**config.mk**
```make
export PLATFORM = sky130hd
export DESIGN_NAME = cam_pixel_decimator
export DESIGN_NICKNAME = d
export VERILOG_FILES = /design/src/rtl/cam_pkg.sv /design/src/rtl/cam_pixel_decimator_color_classifier.sv /design/src/rtl/cam_pixel_decimator.sv
export SDC_FILE = /design/constraint.sdc
export NUM_CORES = 1
export LEC_CHECK = 0
export ABC_AREA = 1
export CAP_MARGIN = 20
export CORE_MARGIN = 3
export CORE_UTILIZATION = 40
export CTS_BUF_LIST = sky130_fd_sc_hd__clkbuf_8 sky130_fd_sc_hd__clkbuf_16
export CTS_CLUSTER_SIZE = 14
export DETAILED_ROUTE_END_ITERATION = 6
export GPL_ROUTABILITY_DRIVEN = 0
export PLACE_DENSITY = 0.69
export SKIP_LAST_GASP = 1
export SLEW_MARGIN = 30
export SYNTH_ARGS = -nofsm -noshare
export SYNTH_HDL_FRONTEND = slang
export SYNTH_HIERARCHICAL = 1
export SYNTH_SLANG_ARGS = --single-unit
```
**constraint.sdc**
```tcl
create_clock -name pclk -period 2.4 [get_ports pclk]
set_input_delay 0.48 -clock pclk [delete_from_list [all_inputs] [get_ports pclk]]
set_output_delay 0.48 -clock pclk [all_outputs]
set_load 0.02 [all_outputs]
```
**src/rtl/cam_pkg.sv**
```systemverilog
// Shared definitions for the camera pixel decimator: FSM encoding, colour codes
// and the RGB332 classification thresholds.
package cam_pkg;

   typedef enum logic [1:0] {
      WAIT_VS    = 2'd0,
      FRAME_IDLE = 2'd1,
      BYTE1      = 2'd2,
      BYTE2      = 2'd3
   } state_e;

   typedef enum logic [1:0] {
      NONE = 2'd0,
      RED  = 2'd1,
      BLUE = 2'd2
   } color_e;

   // Decimation phase counters cover factors 1..8.
   localparam int PH_W = 3;

   // Red: R > 4, G < 4, B < 2.  Blue: R < 4, G < 4, B > 2.
   localparam logic [2:0] RED_R_MIN  = 3'd4;
   localparam logic [2:0] RED_G_MAX  = 3'd4;
   localparam logic [1:0] RED_B_MAX  = 2'd2;
   localparam logic [2:0] BLUE_R_MAX = 3'd4;
   localparam logic [2:0] BLUE_G_MAX = 3'd4;
   localparam logic [1:0] BLUE_B_MIN = 2'd2;

   function automatic logic is_red(input logic [7:0] pix);
      return (pix[7:5] > RED_R_MIN) && (pix[4:2] < RED_G_MAX) && (pix[1:0] < RED_B_MAX);
   endfunction

   function automatic logic is_blue(input logic [7:0] pix);
      return (pix[7:5] < BLUE_R_MAX) && (pix[4:2] < BLUE_G_MAX) && (pix[1:0] > BLUE_B_MIN);
   endfunction

endpackage

```
**src/rtl/cam_pixel_decimator_color_classifier.sv**
```systemverilog
// Per-frame colour histogram of written RGB332 pixels; reports the dominant
// colour at frame end and clears the counters.
module color_classifier
   import cam_pkg::*;
#(
   parameter int CNT_W = 15
) (
   input  logic             pclk,
   input  logic             reset,
   input  logic [7:0]       pix_i,
   input  logic             valid_i,
   input  logic             frame_end_i,
   output logic [CNT_W-1:0] red_cnt_o,
   output logic [CNT_W-1:0] blue_cnt_o,
   output logic [CNT_W-1:0] other_cnt_o,
   output logic [1:0]       color_o,
   output logic             color_valid_o
);

   localparam logic [CNT_W-1:0] CNT_MAX = {CNT_W{1'b1}};
   localparam logic [CNT_W-1:0] CNT_ONE = {{(CNT_W-1){1'b0}}, 1'b1};

   logic [CNT_W-1:0] red_q, red_d, blue_q, blue_d, other_q, other_d;
   logic [1:0]       color_q, color_d;
   logic             cv_q, cv_d;

   // Saturating histogram update and end-of-frame verdict.
   always_comb begin
      red_d   = red_q;
      blue_d  = blue_q;
      other_d = other_q;
      color_d = color_q;
      cv_d    = 1'b0;
      if (frame_end_i) begin
         if ((red_q > blue_q) && (red_q > other_q)) begin
            color_d = RED;
         end else if ((blue_q > red_q) && (blue_q > other_q)) begin
            color_d = BLUE;
         end else begin
            color_d = NONE;
         end
         cv_d    = 1'b1;
         red_d   = {CNT_W{1'b0}};
         blue_d  = {CNT_W{1'b0}};
         other_d = {CNT_W{1'b0}};
      end else if (valid_i) begin
         if (is_red(pix_i)) begin
            red_d = (red_q == CNT_MAX) ? red_q : red_q + CNT_ONE;
         end else if (is_blue(pix_i)) begin
            blue_d = (blue_q == CNT_MAX) ? blue_q : blue_q + CNT_ONE;
         end else begin
            other_d = (other_q == CNT_MAX) ? other_q : other_q + CNT_ONE;
         end
      end else begin
         cv_d = 1'b0;
      end
   end

   // Counter and verdict registers.
   always_ff @(posedge pclk) begin
      if (reset) begin
         red_q   <= {CNT_W{1'b0}};
         blue_q  <= {CNT_W{1'b0}};
         other_q <= {CNT_W{1'b0}};
         color_q <= 2'd0;
         cv_q    <= 1'b0;
      end else begin
         red_q   <= red_d;
         blue_q  <= blue_d;
         other_q <= other_d;
         color_q <= color_d;
         cv_q    <= cv_d;
      end
   end

   assign red_cnt_o     = red_q;
   assign blue_cnt_o    = blue_q;
   assign other_cnt_o   = other_q;
   assign color_o       = color_q;
   assign color_valid_o = cv_q;

endmodule

```
**src/rtl/cam_pixel_decimator.sv**
```systemverilog
// Camera RGB565 byte stream to decimated, clipped RGB332 frame-buffer writes.
// Optional per-frame colour classification is enabled by COLOR_CLASSIFY_EN.
module cam_pixel_decimator
   import cam_pkg::*;
#(
   parameter int H_DEC  = 1,
   parameter int V_DEC  = 1,
   parameter int MAX_X  = 176,
   parameter int MAX_Y  = 144,
   parameter int ADDR_W = 15,
   parameter int CNT_W  = 15
) (
   input  logic              pclk,
   input  logic              reset,
   input  logic              href,
   input  logic              vsync,
   input  logic [7:0]        din,
   output logic [7:0]        pix_out,
   output logic [ADDR_W-1:0] x_addr,
   output logic [ADDR_W-1:0] y_addr,
   output logic              wen,
   output logic              frame_done,
   output logic              overflow,
`ifdef COLOR_CLASSIFY_EN
   output logic [CNT_W-1:0]  red_cnt,
   output logic [CNT_W-1:0]  blue_cnt,
   output logic [CNT_W-1:0]  other_cnt,
`endif
   output logic [1:0]        color,
   output logic              color_valid
);

   localparam logic [PH_W-1:0]   H_LAST   = PH_W'(H_DEC - 1);
   localparam logic [PH_W-1:0]   V_LAST   = PH_W'(V_DEC - 1);
   localparam logic [PH_W-1:0]   PH_ZERO  = {PH_W{1'b0}};
   localparam logic [PH_W-1:0]   PH_ONE   = {{(PH_W-1){1'b0}}, 1'b1};
   localparam logic [ADDR_W-1:0] ADDR_ZERO = {ADDR_W{1'b0}};
   localparam logic [ADDR_W-1:0] ADDR_ONE  = {{(ADDR_W-1){1'b0}}, 1'b1};
   localparam logic [ADDR_W-1:0] MAX_X_A   = ADDR_W'(MAX_X);
   localparam logic [ADDR_W-1:0] MAX_Y_A   = ADDR_W'(MAX_Y);

   state_e            state_q, state_d;
   logic              vsync_q;
   logic [5:0]        rg_q, rg_d;
   logic [PH_W-1:0]   col_ph_q, col_ph_d, line_ph_q, line_ph_d;
   logic              line_pix_q, line_pix_d, line_wr_q, line_wr_d;
   logic [7:0]        pix_out_q, pix_out_d;
   logic [ADDR_W-1:0] x_addr_q, x_addr_d, y_addr_q, y_addr_d;
   logic              wen_q, wen_d, frame_done_q, frame_done_d, overflow_q, overflow_d;

   logic vs_rise_s, vs_fall_s, accept_b1_s, pix_done_s, line_end_s;
   logic kept_s, room_s, write_s, drop_s;

   assign vs_rise_s   = vsync & ~vsync_q;
   assign vs_fall_s   = ~vsync & vsync_q;
   // The state names the byte most recently accepted, so a pixel completes on
   // the edge that leaves BYTE1 with href still high.
   assign accept_b1_s = href & ~vsync & ((state_q == FRAME_IDLE) || (state_q == BYTE2));
   assign pix_done_s  = href & ~vsync & (state_q == BYTE1);
   assign line_end_s  = ~href & ~vsync & ((state_q == BYTE1) || (state_q == BYTE2));
   assign kept_s      = (col_ph_q == PH_ZERO) && (line_ph_q == PH_ZERO);
   assign room_s      = (x_addr_q < MAX_X_A) && (y_addr_q < MAX_Y_A);
   assign write_s     = pix_done_s & kept_s & room_s;
   assign drop_s      = pix_done_s & kept_s & ~room_s;

   // Line/pixel framing FSM; vsync high aborts everything.
   always_comb begin
      state_d = state_q;
      if (vsync) begin
         state_d = WAIT_VS;
      end else begin
         case (state_q)
            WAIT_VS:    state_d = vs_fall_s ? FRAME_IDLE : WAIT_VS;
            FRAME_IDLE: state_d = href ? BYTE1 : FRAME_IDLE;
            BYTE1:      state_d = href ? BYTE2 : FRAME_IDLE;
            BYTE2:      state_d = href ? BYTE1 : FRAME_IDLE;
            default:    state_d = WAIT_VS;
         endcase
      end
   end

   // Decimation phases, addresses and write-port outputs.
   always_comb begin
      rg_d         = accept_b1_s ? {din[7:5], din[2:0]} : rg_q;
      col_ph_d     = col_ph_q;
      line_ph_d    = line_ph_q;
      line_pix_d   = line_pix_q;
      line_wr_d    = line_wr_q;
      pix_out_d    = pix_out_q;
      x_addr_d     = wen_q ? x_addr_q + ADDR_ONE : x_addr_q;
      y_addr_d     = y_addr_q;
      wen_d        = 1'b0;
      frame_done_d = 1'b0;
      overflow_d   = overflow_q;
      if (vs_rise_s) begin
         col_ph_d     = PH_ZERO;
         line_ph_d    = PH_ZERO;
         line_pix_d   = 1'b0;
         line_wr_d    = 1'b0;
         x_addr_d     = ADDR_ZERO;
         y_addr_d     = ADDR_ZERO;
         overflow_d   = 1'b0;
         frame_done_d = 1'b1;
      end else if (pix_done_s) begin
         col_ph_d   = (col_ph_q == H_LAST) ? PH_ZERO : col_ph_q + PH_ONE;
         line_pix_d = 1'b1;
         if (write_s) begin
            pix_out_d = {rg_q, din[4:3]};
            wen_d     = 1'b1;
            line_wr_d = 1'b1;
         end else begin
            overflow_d = overflow_q | drop_s;
         end
      end else if (line_end_s) begin
         col_ph_d   = PH_ZERO;
         x_addr_d   = ADDR_ZERO;
         line_pix_d = 1'b0;
         line_wr_d  = 1'b0;
         if (line_pix_q) begin
            line_ph_d = (line_ph_q == V_LAST) ? PH_ZERO : line_ph_q + PH_ONE;
         end else begin
            line_ph_d = line_ph_q;
         end
         y_addr_d = line_wr_q ? y_addr_q + ADDR_ONE : y_addr_q;
      end else begin
         wen_d = 1'b0;
      end
   end

   // State and output registers.
   always_ff @(posedge pclk) begin
      if (reset) begin
         state_q      <= WAIT_VS;
         vsync_q      <= 1'b0;
         rg_q         <= 6'd0;
         col_ph_q     <= PH_ZERO;
         line_ph_q    <= PH_ZERO;
         line_pix_q   <= 1'b0;
         line_wr_q    <= 1'b0;
         pix_out_q    <= 8'd0;
         x_addr_q     <= ADDR_ZERO;
         y_addr_q     <= ADDR_ZERO;
         wen_q        <= 1'b0;
         frame_done_q <= 1'b0;
         overflow_q   <= 1'b0;
      end else begin
         state_q      <= state_d;
         vsync_q      <= vsync;
         rg_q         <= rg_d;
         col_ph_q     <= col_ph_d;
         line_ph_q    <= line_ph_d;
         line_pix_q   <= line_pix_d;
         line_wr_q    <= line_wr_d;
         pix_out_q    <= pix_out_d;
         x_addr_q     <= x_addr_d;
         y_addr_q     <= y_addr_d;
         wen_q        <= wen_d;
         frame_done_q <= frame_done_d;
         overflow_q   <= overflow_d;
      end
   end

   assign pix_out    = pix_out_q;
   assign x_addr     = x_addr_q;
   assign y_addr     = y_addr_q;
   assign wen        = wen_q;
   assign frame_done = frame_done_q;
   assign overflow   = overflow_q;

`ifdef COLOR_CLASSIFY_EN
   color_classifier #(.CNT_W(CNT_W)) u_color_classifier (
      .pclk          (pclk),
      .reset         (reset),
      .pix_i         ({rg_q, din[4:3]}),
      .valid_i       (write_s),
      .frame_end_i   (vs_rise_s),
      .red_cnt_o     (red_cnt),
      .blue_cnt_o    (blue_cnt),
      .other_cnt_o   (other_cnt),
      .color_o       (color),
      .color_valid_o (color_valid)
   );
`else
   assign color       = 2'b00;
   assign color_valid = 1'b0;
`endif

endmodule

```
After elaboration in Yosys (flattened, before gate mapping)
Cells that the tools add are included.
{ "word_totals": {"regBits": 58, "out_inout_bits": 44, "elab_cells": 75} }
{ "op_classes": {"add_sub_neg": 4, "order_cmp": 2, "n_eq_ne": 4, "n_mux": 17, "bitwise_logic": 18, "reduce_logical": 17} }
{ "ops": {"columns": ["op", "count"], "rows": [
  ["$mux W15", 3],
  ["$add A15 B1 Y15 const B", 2],
  ["$lt A15 B8 Y1 const B", 2],
  ["$mux W3", 4],
  ["$and A1 B1 Y1", 10],
  ["$reduce_and A3 Y1", 3],
  ["$mux W1", 7],
  ["$not A1 Y1", 7],
  ["$add A3 B1 Y3 const B", 2],
  ["$logic_not A3 Y1", 2],
  ["$pmux W2 S3", 1],
  ["$reduce_or A2 Y1", 3],
  ["$eq A2 B2 Y1 const B", 2],
  ["$mux W2", 2],
  ["$reduce_and A2 Y1", 2],
  ["$reduce_or A3 Y1", 1],
  ["$eq A2 B1 Y1 const B", 1],
  ["$logic_and A1 B1 Y1", 2],
  ["$logic_not A2 Y1", 1],
  ["$logic_or A1 B1 Y1", 2],
  ["$ne A2 B1 Y1 const B", 1],
  ["$reduce_bool A2 Y1", 1],
  ["$or A1 B1 Y1", 1]
]} }

Longest topological paths before layout
Gate-level depths: netlist of run 1.
{ "depth": {"ltp_word": 7, "depth_mapped": 9, "mapped_depth_nobuf": 9} }

Worst setup path before layout of run 1
OpenSTA, ideal clock, no wires.
{ "synth_timing": {"path_kind": "reg-to-reg", "from": "reg y_addr_q[0] (netlist: y_addr[0])", "to": "reg y_addr_q[12] (netlist: y_addr[12])", "setup_ns": 0.115, "arrival_time_ns": 1.398, "required_time_ns": 2.285, "setup_slack_ns": 0.886, "stages_incl_launch_ff": 9, "path_cell_list": "dfxtp_1 ha_1 nand3_1 nor2_1 nand2_2 nor2_1 nand3_1 nand2_1 nor2_1"} }
{ "synth_via": {"elab_chain_cells": 1} }
{ "synth_lines": {"columns": ["item", "line", "text"], "rows": [
  ["start, declared", "cam_pixel_decimator.sv:48", "logic [ADDR_W-1:0] x_addr_q, x_addr_d, y_addr_q, y_addr_d;"],
  ["start signal, assigned", "cam_pixel_decimator.sv:156", "y_addr_q <= y_addr_d;"],
  ["$add A15 B1 Y15", "cam_pixel_decimator.sv:124", "y_addr_d = line_wr_q ? y_addr_q + ADDR_ONE : y_addr_q;"]
]} }
Every way passes these cells.
A chain may end at the register's enable or synchronous reset.

Worst setup path in the final report of run 1
{ "layout_timing": {"from": "reg y_addr_q[13] (netlist: y_addr[13])", "to": "out y_addr[13]"} }
{ "layout_lines": {"columns": ["item", "line", "text"], "rows": [
  ["end, declared", "cam_pixel_decimator.sv:20", "output logic [ADDR_W-1:0] y_addr,"]
]} }
No word-level cell between the ends.

==> impl_metrics.json, run 1 <==
{
  "cp_cell_sequence": "clkdlybuf4s50_1",
  "wirelength_um": 5796,
  "fin_ws_ns": 0.4626,
  "fp.dieW_um": 88.37,
  "clk_path_buf_depth": 2,
  "crit_family": "buffers and inverters",
  "peakVddDrop_mv": 0.3965,
  "synth_seq_cells": 58,
  "routed_via_density": 4.770,
  "ios": 56,
  "die_h_um": 88.37,
  "fin_crit_sh_pct": 80.72,
  "cp.arrival_ns": 1.46,
  "multi_input_comb_area_um2": 1300,
  "clkLatencyLatePin_ns": 0.33,
  "reg2reg_depth": 8,
  "synth_cell_types": 33,
  "cts.htree.levels": 3,
  "outcome": "complete, no violations",
  "grt_start_max_net_pins": 19,
  "cap_violations": 0,
  "p_per_area_nw_per_um2": 519.0,
  "post_cts_buffers": 0,
  "setup_viol": 0,
  "period_minus_slack_ns": 1.937,
  "rows": 29,
  "critPathRequiredTime_ns": 1.92,
  "hold_class": "reg -> reg",
  "dieArea_um2": 7809,
  "synthCells": 381,
  "start_util_pct": 42.02,
  "cts_hold_buffers": 0,
  "skew_ns": 0.007093,
  "gr-usage-all-layers_pct": 16.09,
  "cts_resized": 0,
  "finalMaxSlewViolations": 0,
  "finalHoldWorstSlack_ns": 0.4424,
  "crit_type": "reg -> out",
  "ant_nets": 0,
  "cpPeakStageDelay_ns": 0.66,
  "grt-ovfl-total": 0,
  "syn_to_final_growth_pct": 27.48,
  "setup_tns_ns": 0,
  "antenna_cells": 0,
  "max_freq_mhz": 516.2,
  "p_leak_nw": 1.317,
  "register_area_um2": 1161,
  "rsz0062_at_grt": "no",
  "cts-root-buf": "clkbuf_8",
  "utilization_pct": 53.56,
  "cts_tree": "done",
  "hpwl_um": 4214,
  "hold_depth": 1,
  "drt_iter0_markers": 175,
  "portBuffers": 52,
  "cp_slowest_cell": "clkdlybuf4s50_1",
  "core_um2": 6459,
  "cts_buffers": 9,
  "start_kind": "register",
  "hold_viol": 0,
  "path_buf_inv": 1,
  "path_depth": 1,
  "yosysSeqAreaShare_pct": 42.78,
  "cts.clk_slew.worst_paths_ns": 0.06,
  "yosys_warnings": 6,
  "syn_avg_cell_area_um2": 7.123,
  "vias": 2485,
  "design_power_total_mw": 1.796,
  "preCtsSetupSlack_ns": 0.3401,
  "grt_pass1_wl_um": 9867,
  "crit_fanout": 6,
  "fin_nets": 457,
  "fillCellCount": 640,
  "syn_area_um2": 2714,
  "wire_per_inst_um": 11.12,
  "drive_gt1_share_pct": 8.108,
  "antenna_found_initial": 0,
  "dr.pass1.iters": 4,
  "cts.sinks": 58,
  "grt_pass1_vias": 2243,
  "drc": 0,
  "critPathCaptureType": "output pin"
}
-- area by class of cell --
cell class,instances,share of cell area (%)
Clock inverter,6,0.7595
Multi-Input combinational cell,263,37.58
Timing Repair Buffer,55,15.70
Clock buffer,10,3.978
Tap cell,77,2.785
Sequential cell,58,33.56
Inverter,52,5.642
-- cells in the mapped netlist --
master	instances	area, um2
nand2_1	76	285.3
nor2_1	60	225.2
dfxtp_1	58	1161
inv_1	49	183.9
a21oi_1	35	175.2
nand3_1	24	120.1
o21ai_0	17	85.08
ha_1	6	75.07
nor3_1	6	30.03
clkbuf_1	4	15.01
nand2_2	4	25.02
nand4_1	4	25.02
nor2_2	4	25.02
xor2_1	4	35.03
buf_4	3	22.52
inv_2	3	11.26
nand3_2	3	30.03
and3_1	2	12.51
buf_6	2	22.52
nor2_4	2	22.52
or2_0	2	12.51
xnor2_1	2	17.52
a211oi_1	1	7.510
a21oi_2	1	8.760
a221oi_1	1	8.760
buf_2	1	5.000
conb_1	1	3.750
mux2i_1	1	10.01
nand3b_1	1	7.510
nor3_4	1	16.27
nor3b_1	1	7.510
o21ai_2	1	8.760
o22ai_2	1	12.51
-- final timing paths --
| kind | endpoint | start | slack, ns |
|---|---|---|---|
| hold reg to reg | frame_done | vsync_q | 0.44 |
| setup / recovery | y_addr[13] | y_addr[13] | 0.46 |
| setup reg to reg | y_addr[12] | y_addr[1] | 0.84 |
| hold / removal | frame_done | vsync_q | 0.44 |
-- through the flow --
step / area, um2 / instances
finish: 3460 / 521
global route: 3460 / 521
CTS: 3460 / 521
detailed placement: 3296 / 505
global placement: 3296 / 505
floorplan: 2721 / 383
-- worst register-to-register path: cells and delay by family (launching register included) --
family	cells	cell delay (ns)
adders and majority gates	1	0.23
DFF	1	0.38
and+or+nand+nor	7	0.85
-- kinds of logic after synthesis --
| family | after synthesis | synth area share, % |
|---|---|---|
| other | 1 | 0.1382 |
| AOI/OAI and AO/OA | 57 | 11.30 |
| DFF | 58 | 42.78 |
| xor gates and xnor gates | 6 | 1.936 |
| adders and majority gates | 6 | 2.766 |
| and+or+nand+nor | 190 | 31.12 |
| muxes | 1 | 0.3688 |
| buffers and inverters | 62 | 9.589 |
-- sequential cells by signal, summed over array words and instances, names as in the netlist --
name / flops
state_q: 2
line_wr_q: 1
x_addr: 15
wen: 1
rg_q: 6
pix_out: 8
line_ph_q: 3
y_addr: 15
line_pix_q: 1
frame_done: 1
overflow: 1
col_ph_q: 3
vsync_q: 1
-- report_power, final --
group / internal (mW) / leakage [nW] / total (mW) / switching (mW)
clock: 0.386 / 0.0996 / 0.750 / 0.364
combinational: 0.0316 / 0.749 / 0.0762 / 0.0446
sequential: 0.967 / 0.468 / 0.970 / 0.00229
-- routing by layer --
metal	routed length [um]	share of wire (%)	track usage (%)	up-vias
met3	237	4.1	4.842	8
met1	2879	50	21.03	1109
met5	0	0	0	-
met4	97	1.7	6.593	0
li1	-	-	-	1322
met2	2583	45	24.81	46
-- cells in the final DEF (no fill, tap or decap), drive strengths merged --
cell	n
a211oi	1
ha	6
a21oi	36
buf	3
nand3	27
nor2	66
mux2i	1
and3	2
clkinv	3
nand2	80
dfxtp	58
a221oi	1
clkdlybuf4s50	52
nand3b	1
conb	3
nor3b	1
o21ai	18
clkbuf	10
o22ai	1
xor2	4
xnor2	2
nor3	7
nand4	4
inv	55
or2	2
Note: power is estimated with default switching activity, not from simulation.
==> inputs of run 2 (changes only) <==
==> constraint.sdc (replaced) <==
create_clock -name pclk -period 2 [get_ports pclk]
set_input_delay 0.4 -clock pclk [delete_from_list [all_inputs] [get_ports pclk]]
set_output_delay 0.4 -clock pclk [all_outputs]
set_load 0.02 [all_outputs]
==> run 2 against run 1 <==
Clock-buffer cell count is 1 higher. Critical path depth unchanged. Hold slack worse by 0.0063 ns. Clock skew hardly changed. Final cell count rose by 0.38%. Setup slack worse by 0.29 ns. Global-route usage is 0.30 points higher. Critical endpoint unchanged. Largest cell class unchanged. Combinational power rose by 22%. Sequential power is 20% higher. Non-clock buffer count increased by 2. Clock power is 43% higher.
==> impl_metrics.json, run 2 (synthesized netlist as in run 1, its figures left out) <==
{
  "design_area_um2": 3521,
  "cp_cell_sequence": "clkdlybuf4s50_1",
  "crit_family": "buffers and inverters",
  "finalHoldWorstSlack_ns": 0.4361,
  "final_cell_mix": "76 x nand2_1, 60 x nor2_1, 58 x dfxtp_1",
  "start_kind": "register",
  "cts.clk_slew.worst_paths_ns": 0.06,
  "post_cts_buffers": 0,
  "fin_crit_sh_pct": 91.30,
  "cp.arrival_ns": 1.43,
  "start_util_pct": 42.02,
  "fillCellCount": 632,
  "cts_tree": "done",
  "cp_slowest_cell": "clkdlybuf4s50_1",
  "cts_resized": 0,
  "cpPeakStageDelay_ns": 0.65,
  "core_um2": 6459,
  "dieArea_um2": 7809,
  "gr-usage-all-layers_pct": 16.39,
  "grt_pass1_vias": 2302,
  "hpwl_um": 4309,
  "fp.dieW_um": 88.37,
  "fin_nets": 459,
  "vias": 2520,
  "max_freq_mhz": 547.7,
  "p_per_area_nw_per_um2": 660.2,
  "ant_nets": 0,
  "cts_buffers": 9,
  "peakVddDrop_mv": 0.3557,
  "finalMaxSlewViolations": 0,
  "skew_ns": 0.007411,
  "hold_class": "reg -> reg",
  "crit_fanout": 6,
  "critPathCaptureType": "output pin",
  "cap_violations": 0,
  "syn_to_final_growth_pct": 29.74,
  "dr.pass1.iters": 4,
  "grt-ovfl-total": 0,
  "grt_start_max_net_pins": 19,
  "wire_per_inst_um": 11.25,
  "cts-root-buf": "clkbuf_8",
  "cts.sinks": 58,
  "outcome": "complete, no violations",
  "critPathRequiredTime_ns": 1.60,
  "antenna_cells": 0,
  "drive_gt1_share_pct": 8.520,
  "clkLatencyLatePin_ns": 0.33,
  "cts_hold_buffers": 0,
  "wirelength_um": 5886,
  "routed_via_density": 4.818,
  "ios": 56,
  "grt_pass1_wl_um": 10070,
  "final_common_cell": "nand2_1",
  "path_buf_inv": 1,
  "multi_input_comb_area_um2": 1300,
  "p_leak_nw": 1.343,
  "period_minus_slack_ns": 1.826,
  "hold_viol": 0,
  "register_area_um2": 1161,
  "drt_iter0_markers": 104,
  "die_h_um": 88.37,
  "crit_type": "reg -> out",
  "antenna_found_initial": 0,
  "cts.htree.levels": 3,
  "rows": 29,
  "drc": 0,
  "clk_path_buf_depth": 2,
  "setup_viol": 0,
  "dpl_cell_area_um2": 3323,
  "setup_tns_ns": 0,
  "rsz0062_at_grt": "no",
  "portBuffers": 52
}
-- run 2: cell types whose count changed in the layout (fill, tap and decap cells not counted) --
cell	before	now
buf_12	0	1
buf_4	3	4
bufinv_16	0	1
clkbuf_8	10	11
clkinv_2	3	1
-- run 2: final cells by class --
class / instances / area share [%]
inverters: 52 / 5.544
multi-input cells: 263 / 36.92
clock buffers: 11 / 4.300
flip-flops and latches: 58 / 32.98
repair buffers: 57 / 16.20
well taps: 77 / 2.736
clock inverters: 5 / 1.315
-- run 2: per-stage QoR --
stage	setup slack, ns	total power, mW	util, %	std cells
CTS	0.1583	2.349	54.51	523
global route	0.1226	2.406	54.51	523
finish	0.1741	2.324	54.51	523
global placement	0.1718	1.282	51.45	507
detailed placement	0.1095	1.283	51.45	507
floorplan	0.4863	1.245	-	383
-- run 2: where the power goes --
| part | switching, mW | internal [mW] | total [mW] |
|---|---|---|---|
| Sequential | 0.00261 | 1.16 | 1.16 |
| Combinational | 0.0535 | 0.0394 | 0.0930 |
| Clock | 0.440 | 0.628 | 1.07 |
-- run 2: worst paths after layout --
kind                end  slack (ns)  cells past startpoint  startpoint
max reg2reg   y_addr[8]        0.44                      7   y_addr[0]
min reg2reg  frame_done        0.44                      1     vsync_q
max          y_addr[13]        0.17                      1  y_addr[13]
min          frame_done        0.44                      1     vsync_q
-- run 2: metal layers --
metal  track usage (%)  vias to the layer above  wire (um)
met1             20.88                     1122       2772
met3             3.352                       10        285
met5                 0                        -          0
met2             26.24                       55       2719
met4             8.379                        0        108
li1                  -                     1333          -
==> inputs of run 3 (changes only) <==
==> constraint.sdc (replaced) <==
create_clock -name pclk -period 2.2 [get_ports pclk]
set_input_delay 0.44 -clock pclk [delete_from_list [all_inputs] [get_ports pclk]]
set_output_delay 0.44 -clock pclk [all_outputs]
set_load 0.02 [all_outputs]
==> run 3 against run 2 <==
Sequential share of layout area decreased by 0.38 points. Utilization increased by 0.64 points. Sequential power decreased by 9%.
==> impl_metrics.json, run 3 (synthesized netlist as in run 1, its figures left out) <==
{
  "dieArea_um2": 7809,
  "grt-ovfl-total": 0,
  "wire_per_inst_um": 11.42,
  "final_cell_mix": "76 x nand2_1, 60 x nor2_1, 58 x dfxtp_1",
  "setup_tns_ns": 0,
  "portBuffers": 52,
  "cts_hold_buffers": 0,
  "grt_pass1_wl_um": 9970,
  "cp.arrival_ns": 1.44,
  "cts_buffers": 9,
  "cts.htree.levels": 3,
  "drt_iter0_markers": 92,
  "critPathCaptureType": "output pin",
  "cts.clk_slew.worst_paths_ns": 0.07,
  "cp_slowest_cell": "clkdlybuf4s50_1",
  "rows": 29,
  "crit_type": "reg -> out",
  "grt_pass1_vias": 2234,
  "rsz0062_at_grt": "no",
  "internal-power_mw": 1.982,
  "die_h_um": 88.37,
  "period_minus_slack_ns": 1.877,
  "crit_fanout": 6,
  "pwr-share-comb_pct": 3.4,
  "pwr-share-seq_pct": 43.1,
  "clkLatencyLatePin_ns": 0.34,
  "p_switching_mw": 0.4713,
  "cts-root-buf": "clkbuf_8",
  "critPathRequiredTime_ns": 1.76,
  "dr.pass1.iters": 4,
  "drive_gt1_share_pct": 8.559,
  "p_sw_share_pct": 19.21,
  "final_common_cell": "nand2_1",
  "routed_via_density": 4.808,
  "dpl_cell_area_um2": 3296,
  "finalHoldWorstSlack_ns": 0.4422,
  "antenna_cells": 0,
  "cap_violations": 0,
  "syn_to_final_growth_pct": 31.26,
  "outcome": "complete, no violations",
  "gr-usage-all-layers_pct": 16.35,
  "vias": 2505,
  "wirelength_um": 5948,
  "skew_ns": 0.005980,
  "drc": 0,
  "cts_resized": 0,
  "p_per_area_nw_per_um2": 688.6,
  "fillCellCount": 642,
  "antenna_found_initial": 0,
  "setup_viol": 0,
  "cts_tree": "done",
  "ios": 56,
  "grt_start_max_net_pins": 19,
  "peakVddDrop_mv": 0.4387,
  "start_kind": "register",
  "cp_cell_sequence": "clkdlybuf4s50_1",
  "finalMaxSlewViolations": 0,
  "path_buf_inv": 1,
  "hold_class": "reg -> reg",
  "start_util_pct": 42.02,
  "p_leak_nw": 1.355,
  "cts.sinks": 58,
  "ant_nets": 0,
  "hpwl_um": 4392,
  "crit_family": "buffers and inverters",
  "fp.dieW_um": 88.37,
  "clock_power_share_pct": 53.5,
  "fin_crit_sh_pct": 85.30,
  "clk_path_buf_depth": 2,
  "max_freq_mhz": 532.9,
  "cpPeakStageDelay_ns": 0.65,
  "core_um2": 6459,
  "fin_nets": 457,
  "design_area_um2": 3562,
  "post_cts_buffers": 0,
  "hold_viol": 0,
  "r2r_slack_ns": 0.63
}
## run 3: worst paths after layout
| path | cells past startpoint | start | to |
|---|---|---|---|
| setup / recovery | 1 | wen | wen |
| hold / removal | 1 | vsync_q | frame_done |
| setup reg to reg | 8 | y_addr[0] | y_addr[12] |
| hold reg to reg | 1 | vsync_q | frame_done |
## run 3: final cells by class
| cell class | count | area (um2) | area share [%] |
|---|---|---|---|
| Tap cell | 77 | 96.34 | 2.705 |
| Clock buffer | 10 | 137.6 | 3.864 |
| Sequential cell | 58 | 1161 | 32.60 |
| Clock inverter | 6 | 128.9 | 3.618 |
| Multi-Input combinational cell | 263 | 1300 | 36.49 |
| Timing Repair Buffer | 55 | 543.0 | 15.24 |
| Inverter | 52 | 195.2 | 5.479 |
## run 3: per-layer routing
metal	vias up	routed length (um)	track usage [%]
li1	1321	-	-
met1	1128	2700	19.63
met2	49	2835	27.06
met3	7	342	5.866
met4	0	70	5.769
met5	-	0	0
## run 3: power by group through the flow
stage	clock, mW	sequential, mW	combinational (mW)
final	1.31	1.06	0.0836
after global routing	1.37	1.06	0.0940
after CTS	1.33	1.06	0.0845
after detailed placement	0	1.08	0.0843
after global placement	0	1.08	0.0830
after floorplan	0	1.08	0.0490
## run 3: through the flow
step                      util [%]  std cells  setup slack, ns  power (mW)
final                        55.15        521           0.3233       2.453
after global routing         55.15        521           0.2555       2.525
after CTS                    55.15        521           0.3075       2.477
after detailed placement     51.03        505           0.2081       1.166
after global placement       51.03        505           0.2853       1.164
after floorplan                  -        383           0.6863       1.132
